File: config.mk
export PLATFORM = sky130hd
export DESIGN_NAME = tft_spi_receiver
export DESIGN_NICKNAME = d
export VERILOG_FILES = /design/src/rtl/tft_spi_receiver.sv
export SDC_FILE = /design/constraint.sdc
export NUM_CORES = 1
export LEC_CHECK = 0
export ABC_AREA = 1
export CORE_MARGIN = 10
export CORE_UTILIZATION = 30
export DETAILED_ROUTE_END_ITERATION = 16
export SLEW_MARGIN = 20
export SYNTH_ARGS = -nofsm -noshare
export SYNTH_HDL_FRONTEND = slang
export SYNTH_SLANG_ARGS = --single-unit
File: constraint.sdc
create_clock -name clk -period 6.4 [get_ports clk]
set_input_delay 1.6 -clock clk [delete_from_list [all_inputs] [get_ports clk]]
set_output_delay 1.6 -clock clk [all_outputs]
set_load 0.01 [all_outputs]
File: src/rtl/tft_spi_receiver.sv
// ---------------------------------------------------------------------------
// tft_spi_receiver
//
// Receiver for the 4-wire TFT SPI bus. It samples the bus on the system clock
// and shifts in bytes MSB first on the rising edge of spi_clk (SPI mode 0).
// It also decodes the ILI9341 window and pixel commands into per-pixel writes:
//   CASET 0x2A : column window (4 argument bytes: start hi/lo, end hi/lo)
//   PASET 0x2B : row window    (same argument layout)
//   RAMWR 0x2C : pixel stream, 2 bytes per pixel, {hi, lo} RGB565
//
// Ports
//   clk, rst          system clock, synchronous active-low reset
//   spi_clk/mosi/dc/cs  bus inputs, asynchronous to clk
//   byte_valid/data/dc  one-cycle strobe plus the last received byte and its dc
//   pix_valid/x/y/color one-cycle strobe plus the pixel write
//   frame_done          strobe together with the last pixel of the window
//   cmd_err             strobe when CASET/PASET arguments are rejected
//
// Optional build macro
//   TFT_RX_CS_EN : when defined, spi_cs is honoured. While cs is high, the bit
//                  counter is cleared and sampling is held off. When it is
//                  undefined, spi_cs is ignored because the board ties cs low.
//
// Each spi_clk phase must last at least 3 clk periods.
// ---------------------------------------------------------------------------
module tft_spi_receiver #(
    parameter int WIDTH   = 240,
    parameter int HEIGHT  = 320,
    parameter int COORD_W = 9
) (
    input  logic               clk,
    input  logic               rst,
    input  logic               spi_clk,
    input  logic               spi_mosi,
    input  logic               spi_dc,
    input  logic               spi_cs,
    output logic               byte_valid,
    output logic [7:0]         byte_data,
    output logic               byte_dc,
    output logic               pix_valid,
    output logic [COORD_W-1:0] pix_x,
    output logic [COORD_W-1:0] pix_y,
    output logic [15:0]        pix_color,
    output logic               frame_done,
    output logic               cmd_err
);

    typedef enum logic [2:0] {
        IDLE,
        CASET_ARG,
        PASET_ARG,
        RAMWR_HI,
        RAMWR_LO
    } state_t;

    logic [1:0] sclk_sync;
    logic [1:0] mosi_sync;
    logic [1:0] dc_sync;
    logic       sclk_prev;
    logic       selected;
    logic       sample_edge;

    logic [2:0] bit_cnt;
    logic [7:0] shift_reg;

`ifdef TFT_RX_CS_EN
    logic [1:0] cs_sync;

    always_ff @(posedge clk) begin
        if (!rst) begin
            cs_sync <= 2'b11;
        end else begin
            cs_sync <= {cs_sync[0], spi_cs};
        end
    end

    assign selected = ~cs_sync[1];
`else
    logic unused_cs;

    assign unused_cs = spi_cs;
    assign selected  = 1'b1;
`endif

    // spi_clk and mosi go through synchronisers of the same depth, so the
    // mosi sample taken at a synced clk edge lines up with the pin timing.
    always_ff @(posedge clk) begin
        if (!rst) begin
            sclk_sync <= 2'b00;
            mosi_sync <= 2'b00;
            dc_sync   <= 2'b00;
            sclk_prev <= 1'b0;
        end else begin
            sclk_sync <= {sclk_sync[0], spi_clk};
            mosi_sync <= {mosi_sync[0], spi_mosi};
            dc_sync   <= {dc_sync[0], spi_dc};
            sclk_prev <= sclk_sync[1];
        end
    end

    assign sample_edge = sclk_sync[1] & ~sclk_prev & selected;

    always_ff @(posedge clk) begin
        if (!rst) begin
            bit_cnt    <= 3'd0;
            shift_reg  <= 8'h00;
            byte_data  <= 8'h00;
            byte_dc    <= 1'b0;
            byte_valid <= 1'b0;
        end else begin
            byte_valid <= 1'b0;
            if (!selected) begin
                bit_cnt <= 3'd0;
            end else if (sample_edge) begin
                shift_reg <= {shift_reg[6:0], mosi_sync[1]};
                bit_cnt   <= bit_cnt + 3'd1;
                if (bit_cnt == 3'd7) begin
                    byte_data  <= {shift_reg[6:0], mosi_sync[1]};
                    byte_dc    <= dc_sync[1];
                    byte_valid <= 1'b1;
                end
            end
        end
    end

    // ------------------------------------------------------------------
    // Command decoder
    // ------------------------------------------------------------------
    state_t             state, state_n;
    logic [1:0]         arg_idx, arg_idx_n;
    logic [7:0]         arg0, arg0_n;
    logic [7:0]         arg1, arg1_n;
    logic [7:0]         arg2, arg2_n;
    logic [7:0]         hi_byte, hi_byte_n;
    logic [COORD_W-1:0] cur_x, cur_x_n;
    logic [COORD_W-1:0] cur_y, cur_y_n;
    logic [COORD_W-1:0] xs, xs_n, xe, xe_n;
    logic [COORD_W-1:0] ys, ys_n, ye, ye_n;
    logic               pix_fire, frame_fire, err_fire;

    logic [15:0]        arg_start, arg_end, arg_limit;
    logic               arg_bad;

    // The comparison uses all 16 bits. This means an end value with high bits
    // set beyond COORD_W fails the range test and does not wrap into range.
    assign arg_start = {arg0, arg1};
    assign arg_end   = {arg2, byte_data};
    assign arg_limit = (state == CASET_ARG) ? 16'(WIDTH) : 16'(HEIGHT);
    assign arg_bad   = (arg_start > arg_end) || (arg_end >= arg_limit);

    always_ff @(posedge clk) begin
        if (!rst) begin
            state      <= IDLE;
            arg_idx    <= 2'd0;
            arg0       <= 8'h00;
            arg1       <= 8'h00;
            arg2       <= 8'h00;
            hi_byte    <= 8'h00;
            cur_x      <= '0;
            cur_y      <= '0;
            xs         <= '0;
            xe         <= COORD_W'(WIDTH - 1);
            ys         <= '0;
            ye         <= COORD_W'(HEIGHT - 1);
            pix_valid  <= 1'b0;
            pix_x      <= '0;
            pix_y      <= '0;
            pix_color  <= 16'h0000;
            frame_done <= 1'b0;
            cmd_err    <= 1'b0;
        end else begin
            state      <= state_n;
            arg_idx    <= arg_idx_n;
            arg0       <= arg0_n;
            arg1       <= arg1_n;
            arg2       <= arg2_n;
            hi_byte    <= hi_byte_n;
            cur_x      <= cur_x_n;
            cur_y      <= cur_y_n;
            xs         <= xs_n;
            xe         <= xe_n;
            ys         <= ys_n;
            ye         <= ye_n;
            pix_valid  <= pix_fire;
            frame_done <= frame_fire;
            cmd_err    <= err_fire;
            if (pix_fire) begin
                pix_x     <= cur_x;
                pix_y     <= cur_y;
                pix_color <= {hi_byte, byte_data};
            end
        end
    end

    // A command byte always wins over the current state. Any partial argument
    // set or unpaired high byte is dropped when the state is left.
    always_comb begin
        state_n    = state;
        arg_idx_n  = arg_idx;
        arg0_n     = arg0;
        arg1_n     = arg1;
        arg2_n     = arg2;
        hi_byte_n  = hi_byte;
        cur_x_n    = cur_x;
        cur_y_n    = cur_y;
        xs_n       = xs;
        xe_n       = xe;
        ys_n       = ys;
        ye_n       = ye;
        pix_fire   = 1'b0;
        frame_fire = 1'b0;
        err_fire   = 1'b0;

        if (byte_valid) begin
            if (!byte_dc) begin
                arg_idx_n = 2'd0;
                case (byte_data)
                    8'h2A:   state_n = CASET_ARG;
                    8'h2B:   state_n = PASET_ARG;
                    8'h2C: begin
                        state_n = RAMWR_HI;
                        cur_x_n = xs;
                        cur_y_n = ys;
                    end
                    default: state_n = IDLE;
                endcase
            end else begin
                case (state)
                    CASET_ARG, PASET_ARG: begin
                        arg_idx_n = arg_idx + 2'd1;
                        case (arg_idx)
                            2'd0: arg0_n = byte_data;
                            2'd1: arg1_n = byte_data;
                            2'd2: arg2_n = byte_data;
                            default: begin
                                state_n = IDLE;
                                if (arg_bad) begin
                                    err_fire = 1'b1;
                                end else if (state == CASET_ARG) begin
                                    xs_n = arg_start[COORD_W-1:0];
                                    xe_n = arg_end[COORD_W-1:0];
                                end else begin
                                    ys_n = arg_start[COORD_W-1:0];
                                    ye_n = arg_end[COORD_W-1:0];
                                end
                            end
                        endcase
                    end
                    RAMWR_HI: begin
                        hi_byte_n = byte_data;
                        state_n   = RAMWR_LO;
                    end
                    RAMWR_LO: begin
                        pix_fire = 1'b1;
                        state_n  = RAMWR_HI;
                        if (cur_x != xe) begin
                            cur_x_n = cur_x + COORD_W'(1);
                        end else if (cur_y != ye) begin
                            cur_x_n = xs;
                            cur_y_n = cur_y + COORD_W'(1);
                        end else begin
                            frame_fire = 1'b1;
                            cur_x_n    = xs;
                            cur_y_n    = ys;
                        end
                    end
                    default: ;
                endcase
            end
        end
    end

endmodule
==> results_dict.tcl <==
set metrics [dict create \
    status "complete, no violations" \
    final_cells 1253 \
    setup_ws_ps 2770 \
    hold_viol 0 \
    ir_worst_vdd_v 0.000152 \
    end_kind "output pin" \
    fin_skew_ps 11.8 \
    fin_setup_tns_ps 0 \
    antenna_found_initial 0 \
    dpl.cell_count 1221 \
    period_needed_ps 3630 \
    cts_buffers 17 \
    ys_warn_count 0 \
    grt_setup_unrepaired "false" \
    rows 55 \
    regToRegEndpoint "xe[1]$_SDFFE_PN1P_" \
    p_leak_nw 3.42 \
    critPathMaxFanout 16 \
    ys_seq_area_share_pct 44.8 \
    synth_nets 967 \
    fmax_mhz 275 \
    cts_buffer_depth 2 \
    regMostFlops "pix_color" \
    nets 989 \
    multiInputGateArea_um2 3150 \
    start_kind "register" \
    worstPathBufferInverterCount 1 \
    largest_reg_flops 16 \
    finalMaxSlewViolations 0 \
    viasPerCell 4.60 \
    cpMaxStageDelayCell "dfxtp_1" \
    setup_viol 0 \
    hold_path.startpoint "sclk_sync[0]$_SDFF_PN0_" \
    holdPathStages 2 \
    synth_area_per_cell_um2 7.43 \
    pre_cts_ws_ps 3230 \
    hold_path_end "sclk_sync[1]$_SDFF_PN0_" \
    r2r_slack_ps 3690 \
    netlist-cell-type-count 37 \
    cts_tree "built" \
    reg2reg_depth 10 \
    drt_pre_antenna_iters 4 \
    path_clk_slew_ps 70 \
    r2r-start "byte_data[7]$_SDFFE_PN0P_" \
    area_growth_pct 18.1 \
    worst_pin_slew_ps 889 \
    post-route-period-util_pct 56.7 \
    ios 53 \
    coreArea_um2 22700 \
    initial_core_util_pct 30.5 \
    drc 0 \
    cpPeakStageDelay_ps 900 \
    fin_area_um2 8180 \
    placed_area_um2 7590 \
    fill_cells 2398 \
    ant_nets 0 \
    drt-total-wl_um 17100 \
    synth_cells 933 \
    dpl.hpwl_um 11400 \
    seq_area_um2 3100 \
    grt_pass1_vias 5180 \
    port_buffers 51 \
    grt.total_usage_pct 11.6 \
    overflow 0 \
    crit_arrival_ps 2030 \
    ctsHoldBuffers 0 \
    max-cap-violations 0 \
    dr_total_vias 5770 \
    synth_area_um2 6930 \
    root_buffer "clkbuf_16" \
    cts_resized 0 \
    postCtsSetupBuffers 0 \
    clk_latency_ps 430 \
    die_width_um 172 \
    num_antenna_cells 0 \
    routabilityCongestion 0.822 \
    die_area_um2 29600 \
    clkSinkCount 155 \
    worstPathRequired_ps 4800 \
    power_density_nw_per_um2 248 \
    cp_top_family "flip-flops" \
    grt_max_degree 94 \
    total_power_mw 2.03 \
    drive_above_1_share_pct 5.48 \
    grt_pass1_wl_um 27500 \
    htree_levels 4 \
    fp.dieH_um 172 \
    maxSlewHeadroom_pct 40.6 \
    path_class "reg -> out" \
    path_cells "clkdlybuf4s50_1" \
    synth-seq-cells 155 \
    route.detailed.wl_per_inst_um 13.6 \
    hold_class "reg -> reg" \
    drt_iter0_markers 404 \
]
==> metrics by stage <==
stage                     utilization, %  hold slack (ps)
after floorplan                        -              390
after CTS                           36.0              415
final                               36.0              413
after global placement              33.4              396
after global routing                36.0              440
after detailed placement            33.4              400
==> cell usage after synthesis (all sizes together) <==
| cell | instances | area [µm²] |
|---|---|---|
| and3 | 2 | 12.5 |
| xor2 | 9 | 78.8 |
| nand4 | 24 | 150 |
| o21bai | 1 | 7.51 |
| inv | 114 | 428 |
| nand3 | 51 | 255 |
| nor2 | 99 | 377 |
| o211ai | 1 | 7.51 |
| xnor2 | 18 | 158 |
| a21o | 1 | 7.51 |
| buf | 16 | 101 |
| nor4 | 1 | 6.26 |
| o31ai | 1 | 7.51 |
| a211oi | 3 | 22.5 |
| a21oi | 101 | 524 |
| nor3 | 9 | 55.1 |
| o21ai | 91 | 459 |
| nand3b | 1 | 7.51 |
| dfxtp | 155 | 3100 |
| clkbuf | 37 | 144 |
| nand2 | 167 | 639 |
| o211a | 1 | 10.0 |
| a221oi | 2 | 17.5 |
| ha | 28 | 350 |
==> power breakdown <==
| group | total (mW) | leakage, nW | switching [mW] | internal (mW) |
|---|---|---|---|---|
| combinational | 0.0318 | 1.88 | 0.0232 | 0.00860 |
| sequential | 0.972 | 1.25 | 0.00235 | 0.970 |
| clock | 1.03 | 0.290 | 0.415 | 0.614 |
==> cell families after synthesis <==
| logic type | count (synthesis) | synth area share, % |
|---|---|---|
| compound gates | 202 | 15.3 |
| buf+inv | 167 | 9.71 |
| simple gates | 354 | 21.7 |
| xor+xnor | 27 | 3.41 |
| flops | 155 | 44.8 |
| fa+ha+maj | 28 | 5.06 |
==> layout by cell type (no fill, tap or decap), types with 2 or more instances in the layout <==
cell / n
nand2_1: 164
dfxtp_1: 155
inv_1: 109
a21oi_1: 98
nor2_1: 97
o21ai_0: 87
nand3_1: 51
clkdlybuf4s50_1: 50
ha_1: 28
nand4_1: 24
xnor2_1: 18
clkbuf_16: 17
xor2_1: 9
nor3_1: 7
buf_4: 6
inv_2: 5
clkinv_2: 4
o21ai_1: 3
a211oi_1: 3
clkinv_4: 3
bufinv_16: 3
and3_1: 2
nand2_2: 2
a21oi_2: 2
nor2_2: 2
a221oi_1: 2
nor3_2: 2
clkinvlp_4: 2
inv_6: 2
==> worst max-delay path by stage <==
stage                              start                       to  depth (start not counted)
floorplan                            rst  bit_cnt[1]$_SDFFE_PN0P_                          4
global placement    byte_dc$_SDFFE_PN0P_                  byte_dc                          1
detailed placement                   rst     byte_dc$_SDFFE_PN0P_                          4
CTS                 byte_dc$_SDFFE_PN0P_                  byte_dc                          1
global route        byte_dc$_SDFFE_PN0P_                  byte_dc                          1
finish              byte_dc$_SDFFE_PN0P_                  byte_dc                          1
==> routing by layer <==
layer / GRT usage, % / vias up / wire [µm] / share of wire [%]
met5: 0 / - / 0 / 0
met4: 4.12 / 0 / 288 / 1.7
met3: 2.33 / 18 / 808 / 4.7
met2: 17.7 / 97 / 7440 / 44
met1: 16.0 / 2592 / 8560 / 50
li1: - / 3063 / - / -
==> area by class of cell <==
type / instances / area share, %
clock inverters: 14 / 2.06
flip-flops and latches: 155 / 37.9
well taps: 285 / 4.36
inverters: 114 / 5.23
multi-input cells: 611 / 38.5
repair buffers: 56 / 6.67
clock buffers: 18 / 5.24
Power figures use the tool's default switching activity.
==> RTL edit (same settings) <==
Set the parameter `COORD_W` to 7 (it was 9).
--- a/src/rtl/tft_spi_receiver.sv
+++ b/src/rtl/tft_spi_receiver.sv
@@ -26,7 +26,7 @@
 module tft_spi_receiver #(
     parameter int WIDTH   = 240,
     parameter int HEIGHT  = 320,
-    parameter int COORD_W = 9
+    parameter int COORD_W = 7
 ) (
     input  logic               clk,
     input  logic               rst,
Ports: changed (resized pix_x and pix_y); port bits go from 53 to 49. No check against the original RTL was run, so the function may have changed too.
==> RTL edit against the unedited design <==
Synthesized cell count shrank 10%. Design area down 8.1%. First-iteration DRC count shrank 21%. Setup slack better by 0.043 ns. Total power fell by 7.2%. Sequential cell count decreased by 16. Synthesized area shrank 8.8%. Core utilization about the same. Routed wire length down 9.3%. Critical endpoint unchanged.
==> RTL edit: results (changes against the unedited design) <==
Synth
  – Sequential fraction of the synthesis area: 44.0% (was 44.8%)
  – Synth Area in XOR/XNOR: 2.50% (was 3.41%)
  – Syn nets: 873 (was 967)
  – Post-Synth Adder-Cell Area: 5.54% (was 5.06%)
  – Synth Area in Compound Gates: 14.6% (was 15.3%)
  – Avg Cell Area, Syn: 7.53 um^2 (was 7.43 um^2)
  – Top cells by area, synth: dfxtp_1 44%, nand2_1 8.4%, a21oi_1 7.3% (was dfxtp_1 45%, nand2_1 8.9%, a21oi_1 7.1%)

Drt
  – WL per Instance: 13.5 um (was 13.6 um)
  – Met2 WL post-DR: 6.98 mm (was 7.44 mm)
  – DRT iter0 DRCs: 321 (was 404)

Global route
  – Met2 usage: 18.6% (was 17.7%)
  – Grt met1 use: 13.9% (was 16.0%)
  – Total track usage: 11.5% (was 11.6%)
  – First-pass GRT wire length: 24.9 mm (was 27.5 mm)
  – Grt met3 use: 4.12% (was 2.33%)

Critical path
  – RR Endpoint: xs[6] (was xe[1])
  – Register-to-Register Path Depth: 13 (was 10)
  – R2r setup slk: 3.68 ns (was 3.69 ns)

STA
  – Actual slew at the worst max-slew pin: 0.957 ns (was 0.889 ns)
  – Final clock skew: 0.00714 ns (was 0.0118 ns)
  – Hold Worst Slack: 0.412 ns (was 0.413 ns)

Cells and area
  – Fin nets: 897 (was 989)
  – Layout fillers: 2208 (was 2398)

Placed design
  – Cells after DPL: 1119 (was 1221)
  – Post-DP HPWL: 10.4 mm (was 11.4 mm)
  – GPL Wtd Cong: 0.817 (was 0.822)

Power
  – Sequential power share: 46.2% (was 47.8%)
  – Lkg Pwr: 3.08 nW (was 3.42 nW)

Worst hold path
  – Worst Hold Path EP: mosi_sync[1] (was sclk_sync[1])

Status
  – Outcome: finished clean (unchanged)
[RTL edit: changes by cell type after synthesis, sizes merged, moves of 4 or more]
| cell | unedited run | this run |
|---|---|---|
| nand2 | 167 | 146 |
| inv | 114 | 97 |
| dfxtp | 155 | 139 |
| o21ai | 91 | 75 |
| clkbuf | 37 | 26 |
| xnor2 | 18 | 9 |
| buf | 16 | 23 |
| nand4 | 24 | 18 |
| a21oi | 101 | 97 |
| nand3 | 51 | 55 |
[RTL edit: final cells by class]
class | count | area share [%]
Multi-Input combinational cell | 554 | 38.8
Sequential cell | 139 | 37.0
Timing Repair Buffer | 54 | 6.89
Clock buffer | 18 | 5.84
Inverter | 97 | 4.84
Tap cell | 275 | 4.58
Clock inverter | 12 | 2.00
Antenna cell | 1 | 0.0333
[RTL edit: stage by stage]
step	utilization (%)	area [um^2]	power [mW]
6_report	36.0	7520	1.89
5_1_grt	36.0	7520	1.95
4_1_cts	36.0	7520	1.91
3_5_place_dp	33.2	6930	0.923
3_3_place_gp	33.2	6930	0.923
2_1_floorplan	-	6320	0.914
[RTL edit: worst max path at each step]
stage	start	endpoint	slack (ns)	cells after the start
6_report	byte_dc	byte_dc	2.81	1
5_1_grt	byte_dc	byte_dc	2.75	1
4_1_cts	byte_dc	byte_dc	2.81	1
3_5_place_dp	rst	pix_y[4]	3.26	5
3_3_place_gp	rst	pix_y[4]	3.28	5
2_1_floorplan	rst	arg1[1]	3.80	5
[RTL edit: kinds of logic after synthesis]
kind of cell,count (synthesis)
AOI/OAI and AO/OA,177
xor gates and xnor gates,18
adders and majority gates,28
buffers and inverters,146
DFF,139
and+or+nand+nor,331
